**src/rtl/pid_channel_scheduler.sv**
```systemverilog
// pid_channel_scheduler
// Shares one PID compute core across up to four motor channels. On every
// control tick the enabled channels are serviced in ascending order: request,
// wait for the result (bounded by TIMEOUT), saturate to +/-RPM_MAX, then emit
// the result on the u_* stream. Also drives per-channel stop and sticky flags.
//
// Ports:
//   clk, rstn            clock, asynchronous active-low reset
//   en                   global enable (0 aborts the sequence, stops all motors)
//   chn_en               per-channel enable, snapshotted at each tick
//   clr_err              pulse, clears overrun and timeout_err
//   setpoint, feedback   packed signed per-channel operands
//   pid_req/chn/sp/fb    request to PID core, held until pid_ack
//   pid_ack, pid_done    core handshake; pid_result valid with pid_done
//   u_valid_o/chn/data   one-cycle saturated result strobe
//   stop                 per-channel stop, bits >= NUM_CHN tied to 1
//   overrun              sticky, tick arrived while a sequence was busy
//   timeout_err          sticky per-channel PID timeout
//
// state | meaning
// IDLE  | waiting for control tick
// SCAN  | looking for next enabled channel in the snapshot
// REQ   | request presented to PID core, waiting for ack
// WAIT  | waiting for pid_done, bounded by TIMEOUT
// EMIT  | u_valid_o high for one cycle
module pid_channel_scheduler #(
  parameter int DATA_WIDTH = 16,
  parameter int NUM_CHN    = 4,
  parameter int CLK_FREQ   = 27_000_000,
  parameter int CTRL_FREQ  = 1000,
  parameter int RPM_MAX    = 1500,
  parameter int TIMEOUT    = 255
) (
  input  logic                          clk,
  input  logic                          rstn,
  input  logic                          en,
  input  logic [NUM_CHN-1:0]            chn_en,
  input  logic                          clr_err,
  input  logic [NUM_CHN*DATA_WIDTH-1:0] setpoint,
  input  logic [NUM_CHN*DATA_WIDTH-1:0] feedback,
  output logic                          pid_req,
  output logic [2:0]                    pid_chn,
  output logic [DATA_WIDTH-1:0]         pid_sp,
  output logic [DATA_WIDTH-1:0]         pid_fb,
  input  logic                          pid_ack,
  input  logic                          pid_done,
  input  logic signed [DATA_WIDTH-1:0]  pid_result,
  output logic                          u_valid_o,
  output logic [2:0]                    u_chn_o,
  output logic [DATA_WIDTH-1:0]         u_data_o,
  output logic [3:0]                    stop,
  output logic                          overrun,
  output logic [NUM_CHN-1:0]            timeout_err
);

  localparam int TICK_DIV = CLK_FREQ / CTRL_FREQ;
  localparam int TW = (TICK_DIV > 1) ? $clog2(TICK_DIV) : 1;
  localparam int WW = $clog2(TIMEOUT + 1);
  localparam logic [TW-1:0] TICK_LAST = TW'(TICK_DIV - 1);
  localparam logic [WW-1:0] WAIT_LAST = WW'(TIMEOUT - 1);
  localparam logic signed [DATA_WIDTH-1:0] SAT_P = DATA_WIDTH'(RPM_MAX);
  localparam logic signed [DATA_WIDTH-1:0] SAT_N = DATA_WIDTH'(-RPM_MAX);

  typedef enum logic [2:0] {IDLE, SCAN, REQ, WAIT, EMIT} state_t;

  state_t                state, state_nx;
  logic [TW-1:0]         tick_cnt;
  logic                  tick;
  logic [3:0]            chn_en4;
  logic [3:0]            snap;
  logic [2:0]            idx;
  logic [WW-1:0]         wait_cnt;
  logic [3:0]            terr;
  logic [3:0]            terr_set;
  logic                  scan_end;
  logic                  cur_en;
  logic                  wait_to;
  logic [DATA_WIDTH-1:0] sp_arr [4];
  logic [DATA_WIDTH-1:0] fb_arr [4];

  // Channels are unpacked into fixed 4-entry arrays so idx[1:0] can index them
  // regardless of NUM_CHN; unused entries read as zero.
  for (genvar g = 0; g < 4; g++) begin : g_unpack
    if (g < NUM_CHN) begin : g_used
      assign sp_arr[g] = setpoint[g*DATA_WIDTH +: DATA_WIDTH];
      assign fb_arr[g] = feedback[g*DATA_WIDTH +: DATA_WIDTH];
    end else begin : g_unused
      assign sp_arr[g] = '0;
      assign fb_arr[g] = '0;
    end
  end

  function automatic logic [DATA_WIDTH-1:0] sat(input logic signed [DATA_WIDTH-1:0] v);
    if (v > SAT_P) return SAT_P;
    if (v < SAT_N) return SAT_N;
    return v;
  endfunction

  assign chn_en4     = 4'(chn_en);
  assign tick        = en && (tick_cnt == TICK_LAST);
  assign scan_end    = (idx == 3'(NUM_CHN));
  assign cur_en      = snap[idx[1:0]];
  assign wait_to     = (wait_cnt == WAIT_LAST);
  assign timeout_err = terr[NUM_CHN-1:0];

  // done wins over a coinciding timeout, so only flag when done is absent
  assign terr_set = (en && state == WAIT && !pid_done && wait_to) ? (4'b0001 << idx[1:0]) : 4'b0000;

  always_ff @(posedge clk or negedge rstn) begin
    if (!rstn)                            tick_cnt <= '0;
    else if (!en || tick_cnt == TICK_LAST) tick_cnt <= '0;
    else                                  tick_cnt <= tick_cnt + 1'b1;
  end

  always_ff @(posedge clk or negedge rstn) begin
    if (!rstn) state <= IDLE;
    else       state <= state_nx;
  end

  always_comb begin
    state_nx = state;
    if (!en) begin
      state_nx = IDLE;
    end else begin
      case (state)
        IDLE: if (tick) state_nx = SCAN;
        SCAN: begin
          if (scan_end)    state_nx = IDLE;
          else if (cur_en) state_nx = REQ;
        end
        REQ:  if (pid_ack) state_nx = WAIT;
        WAIT: if (pid_done || wait_to) state_nx = EMIT;
        EMIT: state_nx = SCAN;
        default: state_nx = IDLE;
      endcase
    end
  end

  always_ff @(posedge clk or negedge rstn) begin
    if (!rstn) begin
      snap      <= '0;
      idx       <= '0;
      wait_cnt  <= '0;
      pid_req   <= 1'b0;
      pid_chn   <= '0;
      pid_sp    <= '0;
      pid_fb    <= '0;
      u_valid_o <= 1'b0;
      u_chn_o   <= '0;
      u_data_o  <= '0;
    end else begin
      u_valid_o <= 1'b0;
      if (!en) begin
        pid_req <= 1'b0;
      end else begin
        case (state)
          IDLE: if (tick) begin
            snap <= chn_en4;
            idx  <= '0;
          end
          SCAN: if (!scan_end) begin
            if (cur_en) begin
              pid_req <= 1'b1;
              pid_chn <= idx;
              pid_sp  <= sp_arr[idx[1:0]];
              pid_fb  <= fb_arr[idx[1:0]];
            end else begin
              idx <= idx + 1'b1;
            end
          end
          REQ: if (pid_ack) begin
            pid_req  <= 1'b0;
            wait_cnt <= '0;
          end
          WAIT: begin
            wait_cnt <= wait_cnt + 1'b1;
            // u_valid_o is registered here so it is high exactly while in EMIT
            if (pid_done || wait_to) begin
              u_valid_o <= 1'b1;
              u_chn_o   <= idx;
              u_data_o  <= pid_done ? sat(pid_result) : '0;
            end
          end
          EMIT: idx <= idx + 1'b1;
          default: ;
        endcase
      end
    end
  end

  always_ff @(posedge clk or negedge rstn) begin
    if (!rstn) begin
      overrun <= 1'b0;
      terr    <= '0;
      stop    <= 4'hF;
    end else begin
      if (tick && state != IDLE) overrun <= 1'b1;
      else if (clr_err)          overrun <= 1'b0;
      terr <= (clr_err ? 4'b0000 : terr) | terr_set;
      // upper chn_en4 bits are zero for NUM_CHN < 4, tying those stops to 1
      stop <= ~({4{en}} & chn_en4 & ~terr);
    end
  end

endmodule

```
**config.mk**
```make
export PLATFORM = sky130hd
export DESIGN_NAME = pid_channel_scheduler
export DESIGN_NICKNAME = d
export VERILOG_FILES = /design/src/rtl/pid_channel_scheduler.sv
export SDC_FILE = /design/constraint.sdc
export NUM_CORES = 1
export LEC_CHECK = 0
export ABC_CLOCK_PERIOD_IN_PS = 5600
export CAP_MARGIN = 20
export CORE_MARGIN = 2
export CORE_UTILIZATION = 32
export CTS_BUF_LIST = sky130_fd_sc_hd__clkbuf_2
export DETAILED_ROUTE_END_ITERATION = 10
export GPL_TIMING_DRIVEN = 0
export HOLD_SLACK_MARGIN = 0.12
export PLACE_DENSITY = 0.71
export SYNTH_ARGS = -nofsm -noshare
export SYNTH_HDL_FRONTEND = slang
export SYNTH_SLANG_ARGS = --single-unit
```
**constraint.sdc**
```tcl
create_clock -name clk -period 5.6 [get_ports clk]
set_input_delay 0.84 -clock clk [delete_from_list [all_inputs] [get_ports clk]]
set_output_delay 0.84 -clock clk [all_outputs]
set_load 0.05 [all_outputs]
```
# [Word level (Yosys, flattened, before mapping)]
# Cells that the tools add are included.
# Widths: inputs -> output; s select.
[totals] regBits=98 latch_bits=0 mem_bits_rw=0 rom_bits=0 inputBits=154 output_inout_bits=65 elab_cells=117 memories=0
[classes] add_sub_neg=3 n_mul=0 n_div=0 magnitude_cmp=4 eq_ne=18 n_shift=1 mux=48 n_bitwise=7 reduce_logical=21
[ops] operator="$mux 16" n=9
[ops] operator="$bmux 16 s2" n=2
[ops] operator="$mux 3" n=9
[ops] operator="$mux 1" n=19
[ops] operator="$gt 16x12->1 const B" n=1
[ops] operator="$lt 16x12->1 const B" n=1
[ops] operator="$pmux 8 s2" n=1
[ops] operator="$add 15x1->15 const B" n=1
[ops] operator="$eq 15x15->1 const B" n=1
[ops] operator="$mux 15" n=1
[ops] operator="$pmux 3 s5" n=1
[ops] operator="$ne 3x3->1 const B" n=4
[ops] operator="$reduce_and 4->1" n=3
[ops] operator="$pmux 3 s3" n=1
[ops] operator="$reduce_and 3->1" n=3
[ops] operator="$add 8x1->8 const B" n=1
[ops] operator="$and 4x4->4" n=2
[ops] operator="$eq 8x8->1 const B" n=1
[ops] operator="$mux 4" n=2
[ops] operator="$mux 8" n=1
[ops] operator="$ne 2x2->1 const B" n=4
[ops] operator="$not 4->4" n=2
[ops] operator="$eq 3x2->1 const B" n=2
[ops] operator="$eq 3x3->1 const B" n=2
[ops] operator="20 further kinds" n=28

# [Longest topological paths before layout]
[depth] depth_word=12 ltp_mapped=10 ltp_nobuf=8

# [Least setup slack after synthesis]
# OpenSTA, ideal clock, no wires.
[synth_timing] path_type="reg-to-reg" from="reg idx[0]" to="reg pid_fb[10]" setup_time_ps=125 arrival_ps=2412 t_required_ps=5475 setup_slack_ps=3063 stages_incl_launch_ff=11 path_buffers=3 synth_period_minus_slack_ps=2537 cell_sequence="dfrtp_1 > buf_2 > buf_1 > inv_1 > ha_1 > nand2_1 > nand4b_1 > inv_1 > nand2_1 > buf_2 > mux2_2"
[synth_between] elab_chain_len=4 elab_cells_between_ends=9 cone_classes="eq/ne (1); mux (5); bitwise (2); reduce/logical (1)"
[synth_rtl] element="start, declared" line_no="71" rtl="logic [2:0] idx;"
[synth_rtl] element="start signal, assigned" line_no="168" rtl="idx <= idx + 1'b1;"
[synth_rtl] element="start signal, assigned" line_no="184" rtl="EMIT: idx <= idx + 1'b1;"
[synth_rtl] element="$not 2->3 (implied by the code)" line_no="166" rtl="pid_fb <= fb_arr[idx[1:0]];"
[synth_rtl] element="$bmux 16 s2" line_no="166"
[synth_rtl] element="$mux 16 (implied by the code) (2 in series)" line_no="166"
[synth_rtl] element="end signal, assigned" line_no="166"
[synth_rtl] element="end, declared" line_no="44" rtl="output logic [DATA_WIDTH-1:0] pid_fb,"
# Several ways; a longest one is shown, not always the timed one. The select of a mux whose other input is x is not followed.
# A chain may end at the register's enable or synchronous reset.

# [Final worst setup path]
[layout_timing] from="reg idx[0]" to="reg pid_fb[12]"
# Same word-level chain as after synthesis.

==> out/metrics.cfg <==
[status]
status=complete, no violations

[power]
seqPwrFrac=0.426
p_comb_frac=0.354
ir_drop_v=0.000125
p_per_area_nw_per_um2=226
p_clk_frac=0.220
fin_total_pwr_uw=1740
p_int_uw=1220
p_sw_frac=0.299
switchingPower_uw=520
total_leakage_power_uw=0.00325

[synth]
syn_avg_cell_area_um2=12.1
netlist_area_um2=5080
synth-async-reset-ratio=1.00
ys_warn_count=0
synth-seq-area-share=0.484
synthCells=420
synth_edf_count=0
synth_seq_cells=98
ys.flop_type=dfrtp_1
synth_nets=582
synth.distinct_cells=51

[timing]
fin_crit_sh=0.582
worst_pin_slew_ns=0.823
clock.fmax_ghz=0.307
hold_viol_final=0
skew_ns=0.0239
drv_slew=0
slew_headroom=0.451
setup-tns-final_ns=0
grt_setup_unrepaired=false
setup_viol=0
fin_crit_ns=3.26
setup_slack_ns=2.34

[cells_and_area]
final_util=0.490
nFillCells=1389
area_growth_pct=51.7
n_antenna_cell=0
multiInputGateArea_um2=2470
register_area_um2=2460
nets=813
drive_above_1_share=0.154

[grt]
grt_max_degree=74
antenna_found_initial=0
gr-total-overflow=0
grt_pass1_wl_mm=22.5
track_usage=0.170
first_global_vias=4464

[detailed_routing]
wire_per_inst_um=17.0
detail_route.first_pass.iterations=4
drtAntennaViolNets=0
wirelength_mm=14.8
drtIter0Drc=180
vias=4324
via_per_inst=4.96
drc=0

[die]
coreArea_um2=15700
row_count=46
dieArea_um2=16900
die_h_um=130
start_util=0.323
io_pins=219
die_width_um=130

[critical_path]
cp-start-kind=register
cp.arrival_ns=3.72
worst_path_max_delay_cell=buf_1
crit_path_cell_trace=buf_2 > buf_1 > inv_1 > ha_1 > nand2_1 > nand4b_1 > inv_1 > nand2_1 > buf_2 > mux2_2
critPathTopFamily=buffers and inverters
crit_fanout=10
cp.required_ns=6.06
crit_buf_inv=5
max_stage_delay_ns=0.64
path_class=reg -> reg
end_kind=register

[run]
drv_cap=0

[clocking]
htree_levels=3
cts.sinks=98
postCtsHoldBufs=1
clockBufferDepth=2
cts_tree=yes
clk_pin_slew_worst_paths_ns=0.24
post-cts-setup-buffers=0
cts-resized-gates=0
clock_latency_ns=0.56
root_buffer=clkbuf_2
numCtsBuffers=9

[place]
place_congestion=0.840
numPortBuffers=218
dp_hpwl_mm=11.7
post-place-ws_ns=2.34

[worst_hold_path]
hp-class=reg -> reg

area by class of cell:
cell class | count | share of cell area
Multi-Input combinational cell | 285 | 0.321
Tap cell | 216 | 0.0351
Inverter | 17 | 0.00828
Buffer | 20 | 0.0114
Sequential cell | 98 | 0.319
Clock buffer | 9 | 0.00585
Clock inverter | 7 | 0.0120
Timing Repair Buffer | 220 | 0.288
path summary, 6_finish.rpt:
check	start	end	slack (ns)	depth (start not counted)
worst max-delay path	idx[0]	pid_fb[12]	2.34	10
worst max register to register	idx[0]	pid_fb[12]	2.34	10
max in group asynchronous	rstn	stop[0]	4.17	3
worst min-delay path	pid_fb[8]	pid_fb[8]	0.53	1
worst min register to register	pid_fb[8]	pid_fb[8]	0.53	1
min in group asynchronous	rstn	pid_sp[13]	0.69	2
metrics by stage:
step | hold WS (ns) | std cells | area, µm²
after floorplan | 0.453 | 420 | 5080
after global placement | 0.469 | 854 | 7530
after detailed placement | 0.486 | 855 | 7560
after CTS | 0.541 | 872 | 7700
after global routing | 0.556 | 872 | 7700
final | 0.534 | 872 | 7700
routing by layer:
metal	GRT usage	share of wire	up-vias
met3	0.0492	0.085	10
met4	0.0493	0.011	0
met5	0	0	-
li1	-	-	2008
met1	0.206	0.40	2135
met2	0.296	0.50	171
registers in the layout, summed over array words and instances, names as in the netlist, 4 cells and up:
name / cells
u_data_o: 16
snap: 4
timeout_err: 4
pid_fb: 16
tick_cnt: 15
pid_sp: 16
wait_cnt: 8
stop: 4
cells in the final DEF, fill, tap and decap left out, types with 3 or more instances in the layout:
cell type and count:
a21oi_1 6, a22oi_1 6, and2_1 3, and3_1 5, buf_2 4, clkbuf_1 13, clkbuf_2 9, clkdlybuf4s50_1 217
dfrtp_1 94, dfstp_2 4, ha_1 8, inv_1 17, mux2_2 35, mux2_4 4, mux4_2 33, nand2_1 38
nand3_1 24, nand4_1 8, nor2_1 33, o211ai_1 4, o21ai_0 18, o31ai_1 3, or3_1 5, xnor2_1 10
xor2_1 8
kinds of logic (layout without fill, tap and decap cells):
kind of cell,after synthesis,count (layout),synth area share
AO/OA/AOI/OAI,51,51,0.0668
XOR/XNOR,18,18,0.0310
adder cells (fa/ha/maj),8,8,0.0197
buffers and inverters,37,273,0.0298
flip-flops,98,98,0.484
multiplexers,72,72,0.236
AND/OR/NAND/NOR,136,136,0.133
power by group through the flow:
stage | clock [µW] | combinational (µW) | sequential [µW]
floorplan | 0 | 387 | 753
global placement | 0 | 609 | 750
detailed placement | 0 | 623 | 751
CTS | 402 | 627 | 739
global route | 435 | 671 | 744
finish | 382 | 616 | 740
synth_stat cells, types with 2 or more instances:
cell | number | share of area
mux2_2 | 35 | 0.078
xnor2_1 | 10 | 0.017
dfstp_2 | 4 | 0.021
buf_1 | 2 | 0.0015
nor2_1 | 33 | 0.024
clkbuf_1 | 13 | 0.0096
nand4b_1 | 2 | 0.0034
o21ai_0 | 18 | 0.018
nor2b_1 | 2 | 0.0025
a31oi_1 | 2 | 0.0025
mux4_2 | 33 | 0.15
nand4_1 | 8 | 0.0099
nand2_1 | 38 | 0.028
ha_1 | 8 | 0.020
buf_2 | 4 | 0.0039
or3_1 | 5 | 0.0062
and3_1 | 5 | 0.0062
a32o_1 | 2 | 0.0039
nor3_1 | 2 | 0.0020
o211ai_1 | 4 | 0.0059
mux2_4 | 4 | 0.012
a21oi_1 | 6 | 0.0059
inv_1 | 17 | 0.013
xor2_1 | 8 | 0.014
and2_1 | 3 | 0.0037
nand3b_1 | 2 | 0.0030
nand3_1 | 24 | 0.024
o31ai_1 | 3 | 0.0044
a22oi_1 | 6 | 0.0089
nand4bb_1 | 2 | 0.0044
nor4_1 | 2 | 0.0025
dfrtp_1 | 94 | 0.46
No activity file was read; power rests on OpenSTA's default activity.
